<file path="src/rtl/register_file_pkg.sv">
// Shared sizing and dump-state encoding for the register file.
// Imported by the register array top and its dump sequencer.
package register_file_pkg;

    localparam int REG_COUNT   = 32;
    localparam int DATA_WIDTH  = 32;
    localparam int INDEX_WIDTH = 5;

    localparam logic [INDEX_WIDTH-1:0] LAST_INDEX = INDEX_WIDTH'(REG_COUNT - 1);

    typedef enum logic {
        IDLE = 1'b0,
        DUMP = 1'b1
    } dump_state_t;

endpackage

</file>
<file path="src/rtl/register_file_dump.sv">
// Dump sequencer: walks indices 0..31 under a valid/ready handshake.
// Pulses done the cycle after the last index is accepted.
module register_file_dump
    import register_file_pkg::*;
(
    input  logic                   clk,
    input  logic                   rst,
    input  logic                   dump_start,
    input  logic                   dump_ready,
    output logic                   dump_valid,
    output logic [INDEX_WIDTH-1:0] dump_index,
    output logic                   dump_done
);

    dump_state_t            state;
    dump_state_t            state_next;
    logic [INDEX_WIDTH-1:0] index_next;
    logic                   done_next;

    always_ff @(posedge clk or posedge rst) begin
        if (rst) begin
            state      <= IDLE;
            dump_index <= '0;
            dump_done  <= 1'b0;
        end else begin
            state      <= state_next;
            dump_index <= index_next;
            dump_done  <= done_next;
        end
    end

    // Index is parked at zero whenever the sequencer is idle.
    always_comb begin
        state_next = state;
        index_next = dump_index;
        done_next  = 1'b0;
        unique case (state)
            IDLE: begin
                if (dump_start) begin
                    state_next = DUMP;
                    index_next = '0;
                end
            end
            DUMP: begin
                if (dump_ready) begin
                    if (dump_index == LAST_INDEX) begin
                        state_next = IDLE;
                        index_next = '0;
                        done_next  = 1'b1;
                    end else begin
                        index_next = dump_index + 1'b1;
                    end
                end
            end
            default: begin
                state_next = IDLE;
                index_next = '0;
            end
        endcase
    end

    assign dump_valid = (state == DUMP);

endmodule

</file>
<file path="src/rtl/register_file.sv">
// 32x32 register file: one write port, two registered read ports with
// write bypass, and a handshaked sequential dump of all registers.
module register_file
    import register_file_pkg::*;
(
    input  logic                   clk,
    input  logic                   rst,
    input  logic [INDEX_WIDTH-1:0] write_address,
    input  logic [DATA_WIDTH-1:0]  write_data,
    input  logic                   write_enable,
    input  logic [INDEX_WIDTH-1:0] read_reg_0,
    input  logic [INDEX_WIDTH-1:0] read_reg_1,
    input  logic                   read_enable,
    output logic [DATA_WIDTH-1:0]  read_data_0,
    output logic [DATA_WIDTH-1:0]  read_data_1,
    output logic                   read_valid,
    input  logic                   dump_start,
    output logic                   dump_valid,
    input  logic                   dump_ready,
    output logic [INDEX_WIDTH-1:0] dump_index,
    output logic [DATA_WIDTH-1:0]  dump_data,
    output logic                   dump_done
);

    logic [DATA_WIDTH-1:0] regs [REG_COUNT];
    logic                  hit_0;
    logic                  hit_1;

    assign hit_0 = write_enable && (read_reg_0 == write_address);
    assign hit_1 = write_enable && (read_reg_1 == write_address);

    always_ff @(posedge clk or posedge rst) begin
        if (rst) begin
            for (int i = 0; i < REG_COUNT; i++) begin
                regs[i] <= '0;
            end
        end else if (write_enable) begin
            regs[write_address] <= write_data;
        end
    end

    // Same-cycle write to a read index forwards the new value.
    always_ff @(posedge clk or posedge rst) begin
        if (rst) begin
            read_data_0 <= '0;
            read_data_1 <= '0;
            read_valid  <= 1'b0;
        end else begin
            read_valid <= read_enable;
            if (read_enable) begin
                read_data_0 <= hit_0 ? write_data : regs[read_reg_0];
                read_data_1 <= hit_1 ? write_data : regs[read_reg_1];
            end
        end
    end

    register_file_dump u_dump (
        .clk        (clk),
        .rst        (rst),
        .dump_start (dump_start),
        .dump_ready (dump_ready),
        .dump_valid (dump_valid),
        .dump_index (dump_index),
        .dump_done  (dump_done)
    );

    assign dump_data = regs[dump_index];

endmodule
</file>
<file path="config.mk">
export PLATFORM = sky130hd
export DESIGN_NAME = register_file
export DESIGN_NICKNAME = d
export VERILOG_FILES = /design/src/rtl/register_file_pkg.sv /design/src/rtl/register_file_dump.sv /design/src/rtl/register_file.sv
export SDC_FILE = /design/constraint.sdc
export NUM_CORES = 2
export LEC_CHECK = 0
export CAP_MARGIN = 20
export CORE_MARGIN = 4
export CORE_UTILIZATION = 55
export CTS_CLUSTER_SIZE = 20
export DETAILED_ROUTE_END_ITERATION = 7
export GPL_TIMING_DRIVEN = 0
export PLACE_DENSITY = 0.8
export REMOVE_ABC_BUFFERS = 1
export SETUP_SLACK_MARGIN = 0.05
export SLEW_MARGIN = 25
export SYNTH_ARGS = -nofsm -noshare
export SYNTH_HDL_FRONTEND = slang
export SYNTH_SLANG_ARGS = --single-unit
</file>
<file path="constraint.sdc">
create_clock -name clk -period 127.3 [get_ports clk]
set_clock_uncertainty 0.1 [all_clocks]
set_input_delay 31.825 -clock clk [delete_from_list [all_inputs] [get_ports clk]]
set_output_delay 31.825 -clock clk [all_outputs]
set_load 0.01 [all_outputs]
</file>
# Word level (Yosys, flattened, before mapping)
# Index checks and enable logic that the tools add are counted.
# Widths: inputs -> output; s select.
# word_totals
in_bits	53
output_inout_bits	104
regBits	1096
# op_classes
eq_ne	5
mux	25
n_reduce_logical	4
bitwise	5
add_sub_neg	1
magnitude_cmp	5
# op_table
op	n
$bwmux 1024	1
$bmux 32 s5	3
$mux 32	9
$demux 32 s5	1
$ge 6x6->1 const B	4
$not 5->6	4
$mux 5	3
$eq 5x5->1	2
$pmux 5 s2	1
$lt 6x1->1 const B	1
$mux 1	6
$add 5x1->5 const B	1
$eq 5x5->1 const B	1
$ne 2x2->1 const B	2
$logic_and 1x1->1	3
$pmux 1 s2	1
$reduce_and 2->1	1
$not 1->1	1

# Longest topological paths before layout
# depth
depth_word	6
mapped_depth	11
depth_no_buf	7

# Hierarchy
# From an unflattened synthesis, not the netlist that was laid out.
# unflattened
cells_unflattened	4051
hier_area_um2	64829.7
# modules_own_cells
module	area_per_inst_um2	seq_area_each_um2	cells_per_inst	n_inst
register_file	64460.6	27251.1	4017	1
register_file_dump	369.1	175.2	34	1

# Least setup slack after synthesis
# OpenSTA, ideal clock, no wires.
# synth_timing
kind	register -> output
start	register u_dump.dump_index[0]
end	output dump_data[12]
path_stages_with_launch	7
slack_ps	93200
t_arrival_ps	2175
cell_sequence	dfrtp_1 clkbuf_1 clkbuf_1 mux4_2 mux2_2 o221ai_1 o31ai_1
# synth_via
elab_chain_len	4
# synth_lines
element	line_no	rtl
from (decl)	register_file_dump.sv:11	output logic [INDEX_WIDTH-1:0] dump_index,
from (signal assigned)	register_file_dump.sv:27	dump_index <= index_next;
$not 5->6 (not written as such)	register_file.sv:67	assign dump_data = regs[dump_index];
$bmux 32 s5	register_file.sv:67	
$mux 32 (not written as such) (2 in series)	register_file.sv:67	
to (decl)	register_file.sv:21	output logic [DATA_WIDTH-1:0] dump_data,
# No other way between the ends. The select of a mux whose other input is x is not followed.

# Worst setup path in the final report
# layout_timing
start	register u_dump.dump_index[1]
end	output dump_data[10]
# Same word-level chain as after synthesis.

==> run metrics <==
Power Density 17.4 nW/um^2; antenna violations before repair 9; Die Width 353 um; aggregate global routing overflow 0; Final Util 0.631; R2R cell count 5; WL per Instance 36.0 um; Lkg Pwr 0.0308 uW; RSZ-0062 raised after global routing no; critical path fanouts, max 34; actual slew at the worst max-slew pin 954 ps; Avg Cell Area, Syn 14.9 um^2; CP startpoint kind flip-flop; final worst path period share 0.291; Compound-Gate Fraction of Synth Area 0.0551; simple-gate share of the synthesized area 0.0223; kind of cell adding the most delay to the critical path buffers and inverters; Post-synth EDFFs 0; Initial Util 0.554; Clock power frac 0.284; Syn Inst Count between 4k and 5k; Post-CTS Setup Inserts 0; final net count 4349; status finished clean; share of cells above drive strength 1 0.508; synth unique cells a little over 50; xor/xnor share of the synthesized area 0.00134; Tmin final around 37000 ps; Num Clock Sinks ~1.1k; dominant combinational cell family by area after synthesis multiplexers; flop2flop setup slack 125070 ps; detailed placer's ending HPWL 130000 um; clk buf depth 3; VDD IR-drop max 0.0112 mV; Synth Area in Adders 0.000575; Die H 353 um; cts hold-fix bufs 0; Synth warnings 0; reg-to-reg critical path endpoint read_data_1[7]; clk_lat worst skew 730 ps; Hold Crit Class reg -> reg; Crit path arrival time 5130 ps; DRC violations left 0; CP endpoint dump_data[10]; asr flop ratio synth 1.00; Sequential Power Share 0.378; first-pass GRT wire length 315000 um; hold_ws 415 ps; CTS Buf Count between 100 and 150; TritonCTS clock tree yes; Synth Flop Type dfrtp_1; critical path, cell by cell buf_16, buf_12, buf_12, nand2_4, buf_12, o21ai_0, o22ai_1, o31ai_1, clkdlybuf4s50_1; CP max-delay cell o31ai_1; FF+latch count, synth 1096; hold_sp read_data_1[7]; critical setup path kind reg -> out; Slew Viols, Final 0; Die ar. approximately 120000 um^2; Slew HR 0.355; Clock Pin Slew Worst Setup and Hold Paths 60 ps; PostCTS Resize Cnt 0; mux share of post-synthesis cell area 0.466; Int Power 873 uW; CP max stage delay 800 ps; largest net degree at the start of global routing 98; instance count on the critical path 9; final setup vio count 0; worst reg2reg startpoint regs[519]; register area share after synthesis 0.420; buffer and inverter count on the worst path 5; H-tree Lvls 3; final WL 213000 um; vias in the first global route around 47k; RePlAce Congestion just over 0.8; Area after DPL about 70000 um^2; Total Routing Usage GR 0.339; CTS root buffer clkbuf_16; Switch Pwr 424 uW; Most common cell on crit path buf_12; routed vias/inst about 7.7; # Max-Cap Violations 0; Final ANT Viol Nets 0; Net Sw Frac 0.327; setup_tns 0 ps; Logic pwr share 0.338; CP Capture Type output port; post-route cell area 74400 um^2; fmax 27.0 MHz; site row count 126; Area Overhead vs Synth 14.0%; Syn Std Cell Area 65300 um^2; I/O pin total 157; Final Hold Fails 0; initial detailed-routing violation count about 6k; DR vias 45.9k; launch point of the worst path u_dump.dump_index[1]; iteration count of the initial detailed-routing pass 6; Critical Path RT around 95000 ps; Port Buffer Count 156; core box area ~120000 um^2
-- worst min path at each step --
stage	depth (start not counted)	slack (ps)	endpoint
4_1_cts	1	420	read_data_1[8]
2_1_floorplan	1	410	regs[416]
6_report	1	420	read_data_1[7]
5_1_grt	1	430	read_data_0[11]
3_5_place_dp	1	410	read_data_1[8]
3_3_place_gp	1	400	read_data_1[25]
-- per-stage QoR --
| stage | cells | setup WS (ps) | power (uW) |
|---|---|---|---|
| after detailed placement | 5711 | 91270 | 920 |
| after global routing | 5924 | 90210 | 1340 |
| after global placement | 5575 | 52450 | 968 |
| after floorplan | 3883 | 64520 | 776 |
| after CTS | 5924 | 90500 | 1290 |
| final | 5930 | 90250 | 1300 |
-- cells by family after synthesis --
group,count (synthesis)
fa+ha+maj,3
xor+xnor,10
mux,2015
simple gates,257
buf+inv,507
flops,1096
compound gates,495
-- state kept, by name, indices dropped and copies added, names as in the netlist --
register / count
read_data_0: 32
u_dump.dump_done: 1
read_valid: 1
u_dump.dump_index: 5
u_dump.dump_valid: 1
read_data_1: 32
regs: 1024
-- synth_stat cells, types with 2 or more instances --
master,number,area (um^2)
o311ai_0,13,114
buf_6,20,225
a21boi_0,32,240
o31ai_1,36,270
mux2_2,1075,12100
a32oi_1,2,17.5
dfrtp_1,1096,27400
a22oi_1,21,158
nor2_1,75,282
nor3_1,3,15.0
buf_4,20,150
nor2b_1,40,250
a31o_2,4,35.0
a221oi_1,18,158
a32o_1,3,30.0
and4_1,2,17.5
a22o_1,7,61.3
mux2i_1,226,2260
nor4b_1,48,420
clkbuf_1,300,1130
o2111a_1,3,33.8
or3_1,3,18.8
o211ai_1,3,22.5
nand2_1,36,135
and3_1,8,50.1
a31oi_1,2,12.5
ha_1,3,37.5
xor2_1,10,87.6
a21oi_1,34,170
mux4_2,714,16100
nor3b_1,8,60.1
nand3_1,16,80.1
nor4_1,3,18.8
o21ai_0,47,235
nand3b_1,6,45.0
o221ai_1,70,613
buf_2,87,435
o21ai_1,7,35.0
inv_1,5,18.8
a221o_1,48,480
buf_1,73,274
nand2b_1,5,31.3
o22ai_1,143,895
-- per-layer routing --
layer	share of wire	track usage	vias to the layer above
met1	0.35	0.425	24200
met3	0.11	0.0932	941
met4	0.076	0.221	6
met2	0.46	0.523	3320
li1	-	-	17500
met5	0.00018	0	-
-- final cells by class --
cell class,count,area (um^2)
diodes,6,15.0
clock buffers,166,3430
clock inverters,47,729
fillers,8107,43500
inverters,7,51.3
multi-input cells,2780,36000
flip-flops and latches,1096,27400
well taps,1536,1920
repair buffers,292,4800
-- power groups by stage --
| stage | logic, uW | registers, uW | clock network (uW) |
|---|---|---|---|
| global placement | 444 | 524 | 0 |
| detailed placement | 429 | 490 | 0 |
| floorplan | 287 | 489 | 0 |
| finish | 438 | 490 | 369 |
| global route | 458 | 497 | 386 |
| CTS | 434 | 486 | 371 |
-- cell usage in the layout, fill, tap and decap left out, drive strengths merged, types with 5 or more instances in the layout --
cell	synthesis	routed
a21oi	34	34
and3	8	8
nand3b	6	6
clkdlybuf4s50	0	116
o22ai	143	143
nand2	36	36
nand3	16	16
nand2b	5	5
a221o	48	48
o311ai	13	13
nor4b	48	48
mux2	1075	1075
inv	6	8
a22o	7	7
o31ai	36	36
a221oi	18	18
a22oi	21	21
buf	200	176
nor2b	40	40
nor3b	8	8
xor2	10	10
clkbuf	300	166
mux2i	226	226
o221ai	70	70
bufinv	0	16
a21boi	32	32
nor2	75	75
dfrtp	1096	1096
clkinv	1	26
diode	0	6
mux4	714	714
o21ai	54	54
Power figures use the tool's default switching activity.
